`src/rtl/dac_output_buffer.sv`:
```
// Elastic sample FIFO and paced DAC output register. Samples are buffered until a prefill
// level is reached, then one is emitted every RATE_DIV clocks; mid-scale is held otherwise.
// Define DAC_BUF_OFFSET_BINARY_EN to emit offset-binary words (mid-scale 16'h8000) instead of two's complement.
module dac_output_buffer #(
   parameter int ADDR_W        = 4,
   parameter int RATE_DIV      = 4,
   parameter int PREFILL_LEVEL = 8
) (
   input  logic              clk_in,
   input  logic              rst_n,
   input  logic              enable,
   input  logic [15:0]       sample_in,
   input  logic              sample_valid,
   input  logic              clear_flags,
   output logic [15:0]       dac_data,
   output logic              dac_strobe,
   output logic [ADDR_W:0]   fill_level,
   output logic              streaming,
   output logic              overflow,
   output logic              underflow
);

   // state     | meaning
   // S_IDLE    | disabled or just enabled; DAC at mid-scale
   // S_PREFILL | collecting samples until fill reaches PREFILL_LEVEL; DAC at mid-scale
   // S_STREAM  | popping one sample per pace tick into the DAC register

   localparam int DEPTH = 1 << ADDR_W;
   localparam int CNT_W = (RATE_DIV > 2) ? $clog2(RATE_DIV) : 1;
   localparam logic [CNT_W-1:0]  PACE_LAST = CNT_W'(RATE_DIV - 1);
   localparam logic [ADDR_W:0]   FULL_LVL  = (ADDR_W + 1)'(DEPTH);
   localparam logic [ADDR_W:0]   PRE_LVL   = (ADDR_W + 1)'(PREFILL_LEVEL);

`ifdef DAC_BUF_OFFSET_BINARY_EN
   localparam logic [15:0] MID = 16'h8000;
   function automatic logic [15:0] to_dac(input logic [15:0] s);
      return {~s[15], s[14:0]};
   endfunction
`else
   localparam logic [15:0] MID = 16'h0000;
   function automatic logic [15:0] to_dac(input logic [15:0] s);
      return s;
   endfunction
`endif

   typedef enum logic [1:0] {S_IDLE, S_PREFILL, S_STREAM} state_t;

   state_t              state, state_n;
   logic [CNT_W-1:0]    pace_cnt;
   logic [ADDR_W-1:0]   wr_ptr, rd_ptr;
   logic [15:0]         mem [DEPTH];
   logic                tick, full, empty, wr_en, ovf_set, pop, udf_set;

   assign tick    = enable & (pace_cnt == PACE_LAST);
   assign full    = (fill_level == FULL_LVL);
   assign empty   = (fill_level == '0);
   // full is judged on the pre-edge level, so a same-edge pop never frees a slot for a write
   assign wr_en   = sample_valid & enable & ~full;
   assign ovf_set = sample_valid & enable & full;

   always_ff @(posedge clk_in or negedge rst_n) begin
      if (!rst_n) begin
         pace_cnt <= '0;
      end else if (!enable || pace_cnt == PACE_LAST) begin
         pace_cnt <= '0;
      end else begin
         pace_cnt <= pace_cnt + CNT_W'(1);
      end
   end

   always_ff @(posedge clk_in or negedge rst_n) begin
      if (!rst_n) begin
         state <= S_IDLE;
      end else begin
         state <= state_n;
      end
   end

   always_comb begin
      state_n = state;
      if (!enable) begin
         state_n = S_IDLE;
      end else begin
         case (state)
            S_IDLE:    state_n = S_PREFILL;
            S_PREFILL: if (fill_level >= PRE_LVL) state_n = S_STREAM;
            S_STREAM:  if (tick && empty) state_n = S_PREFILL;
            default:   state_n = S_IDLE;
         endcase
      end
   end

   always_comb begin
      streaming = (state == S_STREAM);
      pop       = streaming & tick & ~empty;
      udf_set   = streaming & tick & empty;
   end

   always_ff @(posedge clk_in) begin
      if (wr_en) begin
         mem[wr_ptr] <= sample_in;
      end
   end

   always_ff @(posedge clk_in or negedge rst_n) begin
      if (!rst_n) begin
         wr_ptr     <= '0;
         rd_ptr     <= '0;
         fill_level <= '0;
      end else if (!enable) begin
         wr_ptr     <= '0;
         rd_ptr     <= '0;
         fill_level <= '0;
      end else begin
         if (wr_en) wr_ptr <= wr_ptr + ADDR_W'(1);
         if (pop)   rd_ptr <= rd_ptr + ADDR_W'(1);
         case ({wr_en, pop})
            2'b10:   fill_level <= fill_level + (ADDR_W + 1)'(1);
            2'b01:   fill_level <= fill_level - (ADDR_W + 1)'(1);
            default: fill_level <= fill_level;
         endcase
      end
   end

   // every tick strobes the DAC, so mid-scale words keep the sample rate continuous
   always_ff @(posedge clk_in or negedge rst_n) begin
      if (!rst_n) begin
         dac_data   <= MID;
         dac_strobe <= 1'b0;
      end else if (!enable) begin
         dac_data   <= MID;
         dac_strobe <= 1'b0;
      end else begin
         dac_strobe <= tick;
         if (pop) begin
            dac_data <= to_dac(mem[rd_ptr]);
         end else if (tick) begin
            dac_data <= MID;
         end
      end
   end

   always_ff @(posedge clk_in or negedge rst_n) begin
      if (!rst_n) begin
         overflow  <= 1'b0;
         underflow <= 1'b0;
      end else begin
         if (ovf_set)          overflow <= 1'b1;
         else if (clear_flags) overflow <= 1'b0;
         if (udf_set)          underflow <= 1'b1;
         else if (clear_flags) underflow <= 1'b0;
      end
   end

endmodule

```
`config.mk`:
```
export PLATFORM = sky130hd
export DESIGN_NAME = dac_output_buffer
export DESIGN_NICKNAME = d
export VERILOG_FILES = /design/src/rtl/dac_output_buffer.sv
export SDC_FILE = /design/constraint.sdc
export NUM_CORES = 1
export LEC_CHECK = 0
export CORE_ASPECT_RATIO = 1.2
export CORE_MARGIN = 2
export CORE_UTILIZATION = 45
export CTS_BUF_LIST = sky130_fd_sc_hd__clkbuf_8 sky130_fd_sc_hd__clkbuf_16
export CTS_CLUSTER_DIAMETER = 150
export DETAILED_ROUTE_END_ITERATION = 10
export DONT_BUFFER_PORTS = 1
export PLACE_DENSITY = 0.64
export SYNTH_ARGS = -nofsm -noshare
export SYNTH_HDL_FRONTEND = slang
export SYNTH_SLANG_ARGS = --single-unit
```
`constraint.sdc`:
```
create_clock -name clk_in -period 3.6 [get_ports clk_in]
set_input_delay 0.72 -clock clk_in [delete_from_list [all_inputs] [get_ports clk_in]]
set_output_delay 0.72 -clock clk_in [all_outputs]
set_load 0.01 [all_outputs]
```
Word-level counts from Yosys, hierarchy flattened
Memories as Yosys holds them, arrays and structs flattened.
Index checks and enable logic that the tools add are counted.
{"block": "op_classes", "muxes": 20, "n_addsub": 5, "n_eq_ne": 12, "magnitude_cmp": 1, "reduce_logical": 8, "n_bitwise": 9}
{"operator": "16-bit two-way mux", "count": 3}
{"operator": "4-bit two-way mux", "count": 4}
{"operator": "5-bit one-hot mux with 2 select lines", "count": 1}
{"operator": "4-bit by 1-bit adder with 4-bit output (second input constant)", "count": 2}
{"operator": "2-bit two-way mux", "count": 4}
{"operator": "1-bit bitwise AND", "count": 7}
{"operator": "2-bit == test (second input constant)", "count": 3}
{"operator": "1-bit two-way mux", "count": 6}
{"operator": "3-bit by 1-bit inequality test with 1-bit output (second input constant)", "count": 2}
{"operator": "2-bit one-hot mux with 3 select lines", "count": 1}
{"operator": "5-bit by 1-bit adder with 5-bit output (second input constant)", "count": 1}
{"operator": "5-bit == test (second input constant)", "count": 1}
{"operator": "5-bit by 4-bit greater-or-equal comparator with 1-bit output (second input constant)", "count": 1}
{"operator": "5-bit zero test", "count": 1}
{"operator": "5-bit two-way mux", "count": 1}
{"operator": "5-bit by 1-bit subtractor with 5-bit output (second input constant)", "count": 1}
{"operator": "2-bit by 1-bit == test with 1-bit output (second input constant)", "count": 2}
{"operator": "2-bit by 1-bit inequality test with 1-bit output (second input constant)", "count": 2}
{"operator": "2-bit nonzero test", "count": 2}
{"operator": "3-bit by 2-bit inequality test with 1-bit output (second input constant)", "count": 1}
{"operator": "3-bit inequality test (second input constant)", "count": 1}
{"operator": "2-bit by 1-bit adder with 2-bit output (second input constant)", "count": 1}
{"operator": "2-bit zero test", "count": 1}
{"operator": "1-bit inverter", "count": 2}
{"operator": "4 further kinds", "count": 4}
{"block": "word_totals", "input_bits": 21, "mem_bits_rw": 256, "wordCells": 65, "output_inout_bits": 25, "reg_bits": 36, "memories": 1}
{"name": "mem", "depth": 16, "word_bits": 16, "read_ports": 1, "rd_clocked_by_memory_dff": 0, "wr": 1, "line_no": "51", "rtl": "logic [15:0] mem [DEPTH];"}

Depth between registers and ports, before layout
{"block": "logic_depth", "word_depth": 7, "ltp_mapped": 13, "depth_no_buf": 11}

Least setup slack after synthesis
No wires, ideal clock.
{"block": "synth_path", "path_type": "register -> register", "start": "register fill_level[1]", "end": "register fill_level[4]", "arrival_ns": 2.675, "path_slack_ns": 0.793, "synth_period_minus_slack_ns": 2.807, "required_time_ns": 3.467, "setup_ns": 0.133, "n_path_buf": 3, "path_stages_with_launch": 14, "path_cell_list": "dfrtp_1 -> buf_6 -> or4_4 -> buf_6 -> o21ai_4 -> buf_6 -> a31oi_1 -> xor2_1 -> ha_1 -> o31a_1 -> nor3_1 -> nor3_1 -> o31ai_1 -> o21ai_0"}
{"block": "synth_between", "elab_chain_cells": 6, "elab_cells_between_ends": 13, "cone_classes": "2 x add/sub; 4 x eq/ne; 2 x mux; 4 x bitwise; 1 x reduce/logical"}
{"item": "start, declared", "line_no": "17", "rtl": "output logic [ADDR_W:0] fill_level,"}
{"item": "start signal, assigned", "line_no": "118", "rtl": "2'b10: fill_level <= fill_level + (ADDR_W + 1)'(1);"}
{"item": "start signal, assigned", "line_no": "119", "rtl": "2'b01: fill_level <= fill_level - (ADDR_W + 1)'(1);"}
{"item": "start signal, assigned", "line_no": "120", "rtl": "default: fill_level <= fill_level;"}
{"item": "5-bit == test / 5-bit zero test (equally long branches)", "line_no": "55, 56"}
{"item": "1-bit inverter, on equally long branches", "line_no": "58, 95"}
{"item": "1-bit bitwise AND, on equally long branches", "line_no": "58, 95"}
{"item": "2-bit by 1-bit == test with 1-bit output / 2-bit == test (equally long branches)", "line_no": "117", "rtl": "case ({wr_en, pop})"}
{"item": "5-bit one-hot mux with 2 select lines", "line_no": "117"}
{"item": "5-bit two-way mux", "line_no": "110", "rtl": "end else if (!enable) begin"}
Parallel ways exist; a longest one is shown, timed or not.
A chain may end at the register's enable or synchronous reset.

Worst setup path after layout
Ends and elaborated chain as after synthesis.

==> results.md <==
- Final net count: 637
- Die extent in y: 179 um
- Htree depth: 1
- N_diodes: 0
- Min-delay worst type: in -> async
- Slew headroom: 39.2%
- Initial core utilization: 45.5%
- Post_cts resized: 0
- Period minus WS final: 2.90 ns
- Die Wd: 150 um
- Critical path class: reg -> reg
- Max Cap Violations: 0
- Synth Net Count: 611
- CTS tree: built
- Clock Path Buffers: 3
- Final instance area: 12900 sq um
- Synth async-reset ratio: 12.3%
- Max Slew Vio Count: 0
- Final hold slack: 0.0316 ns
- GRT overflow: 0
- Leakage: 4.34 nW
- Initial antenna violation count: 0
- Post-CTS setup buffer count: 0
- Setup_tns: 0 ns
- Post-DRT Antenna Nets: 0
- Final Cycle Share: 80.5%
- Setup ws final: 0.701 ns
- Worst path required time: 4.01 ns
- Post-synthesis cell type count: 50
- Mean number of vias per cell: 6.01
- Vias in the first global route: 5992
- Vias: 5755
- FMAX: 345 MHz
- GRT Overall Usage: 19.4%
- Post-place setup slack: 0.644 ns
- DP Wirelength: 15000 um
- Status: finished clean
- Area leader, netlist: edfxtp_1
- Die area: 26900 sq um
- Seq cells post-synth: 292
- Layout cell share with drive strength beyond 1: 25.0%
- Area growth, synth to finish: 12.3%
- IO buf count: 0
- Std-Cell Rows: 64
- Worst-path clk slew: 0.06 ns
- TritonCTS Buffers: 28
- GP Congestion: 0.809
- Pwr Total: 0.00659 W
- Warnings, synthesis: 0
- Arrival @ worst endpoint: 3.31 ns
- CTS Root Cell: clkbuf_16
- Post-synthesis cell area: 11500 sq um
- Sequential fraction of the synthesis area: 74.6%
- Residual DRC: 0
- Nature of the critical path endpoint: flop
- Synth top area share: 66.8%
- VDD IR max: 0.399 mV
- Synth top area cells: edfxtp_1 67%, mux4_2 13%, dfrtp_1 7.8%
- Post-Route WL: 25300 um
- Worst-Margin Slew: 0.911 ns
- First-pass GRT wire length: 37700 um
- I/O Pins: 46
- Register-to-Register Path Depth: 10
- Avg Cell Area, Syn: 19.8 sq um
- Worst-path fanout max: 11
- Final Hold Fails: 0
- Synthesized instance count: 582
- WL per Instance: 26.4 um
- Placed inst area: 12100 sq um
- Finish-stage setup viols: 0
- Fillers: 2012
- Largest net degree at the start of global routing: 37
- Main synth FF type: edfxtp_1
- Clock Sinks: 292
- RSZ-0062 raised after global routing: false
- Post-synth EDFFs: 256
- Pwr dens: 510 nW/um^2
- Commonest non-fill, non-tap cells in the layout: 256 x edfxtp_1, 64 x mux4_2, 34 x dfrtp_1, 32 x a22oi_1, 29 x clkbuf_16
- Iter 0 DRT Violations: 533
- Core ar.: 25300 sq um
- Commonest non-fill, non-tap cell in the layout: edfxtp_1
- DR pass1 iterations: 6
- Skew final: 0.00886 ns
- CP Launch Type: flop
- Clk_lat worst skew: 0.54 ns
cells in the mapped netlist (5+ instances only):
library cell,instances
buf_1,5
clkbuf_1,16
a21oi_1,22
nor3_1,12
a21o_1,16
nand2_1,14
a22oi_1,32
mux4_2,64
edfxtp_1,256
buf_2,6
nand3_1,6
o21ai_0,5
ha_1,8
inv_1,9
nor2_1,8
dfrtp_1,36
nor2b_1,6
buf_6,6
xnor2_1,5
and2_1,12
worst paths after layout:
check | startpoint | endpoint | slack [ns]
worst max-delay path | fill_level[1]$_DFFE_PN0P_ | fill_level[4]$_DFFE_PN0P_ | 0.70
worst min-delay path | rst_n | overflow$_DFFE_PN0P_ | 0.03
worst max register to register | fill_level[1]$_DFFE_PN0P_ | fill_level[4]$_DFFE_PN0P_ | 0.70
worst min register to register | pace_cnt[0]$_DFF_PN0_ | pace_cnt[0]$_DFF_PN0_ | 0.45
max in group asynchronous | rst_n | rd_ptr[0]$_DFFE_PN0P_ | 3.34
min in group clk_in | sample_in[6] | mem[7][6]$_DFFE_PP_ | 0.28
stage by stage:
stage                     instances  utilization [%]
after global routing            958             51.1
after floorplan                 582                -
after CTS                       958             51.1
after detailed placement        907             47.7
final                           958             51.1
after global placement          907             47.7
metal layers:
layer,global-route usage [%],up-vias,part of all wire [%]
li1,-,2433,-
met3,3.31,44,6.7
met1,26.0,3058,40
met5,0,-,0
met2,32.8,220,51
met4,5.58,0,2.4
cell families (layout without fill, tap and decap cells):
| logic type | Yosys count | in the layout | synth area share (%) |
|---|---|---|---|
| xor gates and xnor gates | 7 | 7 | 0.533 |
| buffers and inverters | 45 | 91 | 2.00 |
| and+or+nand+nor | 70 | 70 | 3.43 |
| DFF | 292 | 292 | 74.6 |
| adders and majority gates | 8 | 8 | 0.870 |
| muxes | 66 | 66 | 12.7 |
| AOI/OAI and AO/OA | 94 | 94 | 5.82 |
worst max-delay path, stage by stage (launching register included):
cell     delay (ns)
dfrtp_1        0.55
or4_4          0.66
o21ai_4        0.17
a31oi_1        0.09
xor2_1         0.17
ha_1           0.27
o31a_1         0.28
nor3_1         0.19
nor3_1         0.07
o31ai_1        0.22
o21ai_0        0.10
repair_timing:
item                                    CTS  global route
hold buffers                              1             0
endpoints found under the setup margin    0             0
hold endpoints to repair                 36             0
layout make-up:
type	instances	area [sq um]	share of cell area, %
repair buffers	32	303	2.34
flip-flops and latches	292	8590	66.5
inverters	9	33.8	0.261
clock inverters	21	120	0.929
clock buffers	29	726	5.61
multi-input cells	245	2740	21.2
well taps	330	413	3.19
power breakdown:
part | switching, W | total [W] | leakage [nW] | internal, W
sequential | 0.0000233 | 0.00374 | 2.80 | 0.00372
clock | 0.00120 | 0.00272 | 0.454 | 0.00152
combinational | 0.0000769 | 0.000130 | 1.09 | 0.0000535
total | 0.00130 | 0.00659 | 4.34 | 0.00529
state kept, by name (all words and copies together) (netlist names):
name,cells
rd_ptr,4
overflow,1
dac_strobe,1
state,2
fill_level,5
mem,256
wr_ptr,4
pace_cnt,2
dac_data,16
underflow,1
Note: power is estimated with default switching activity, not from simulation.
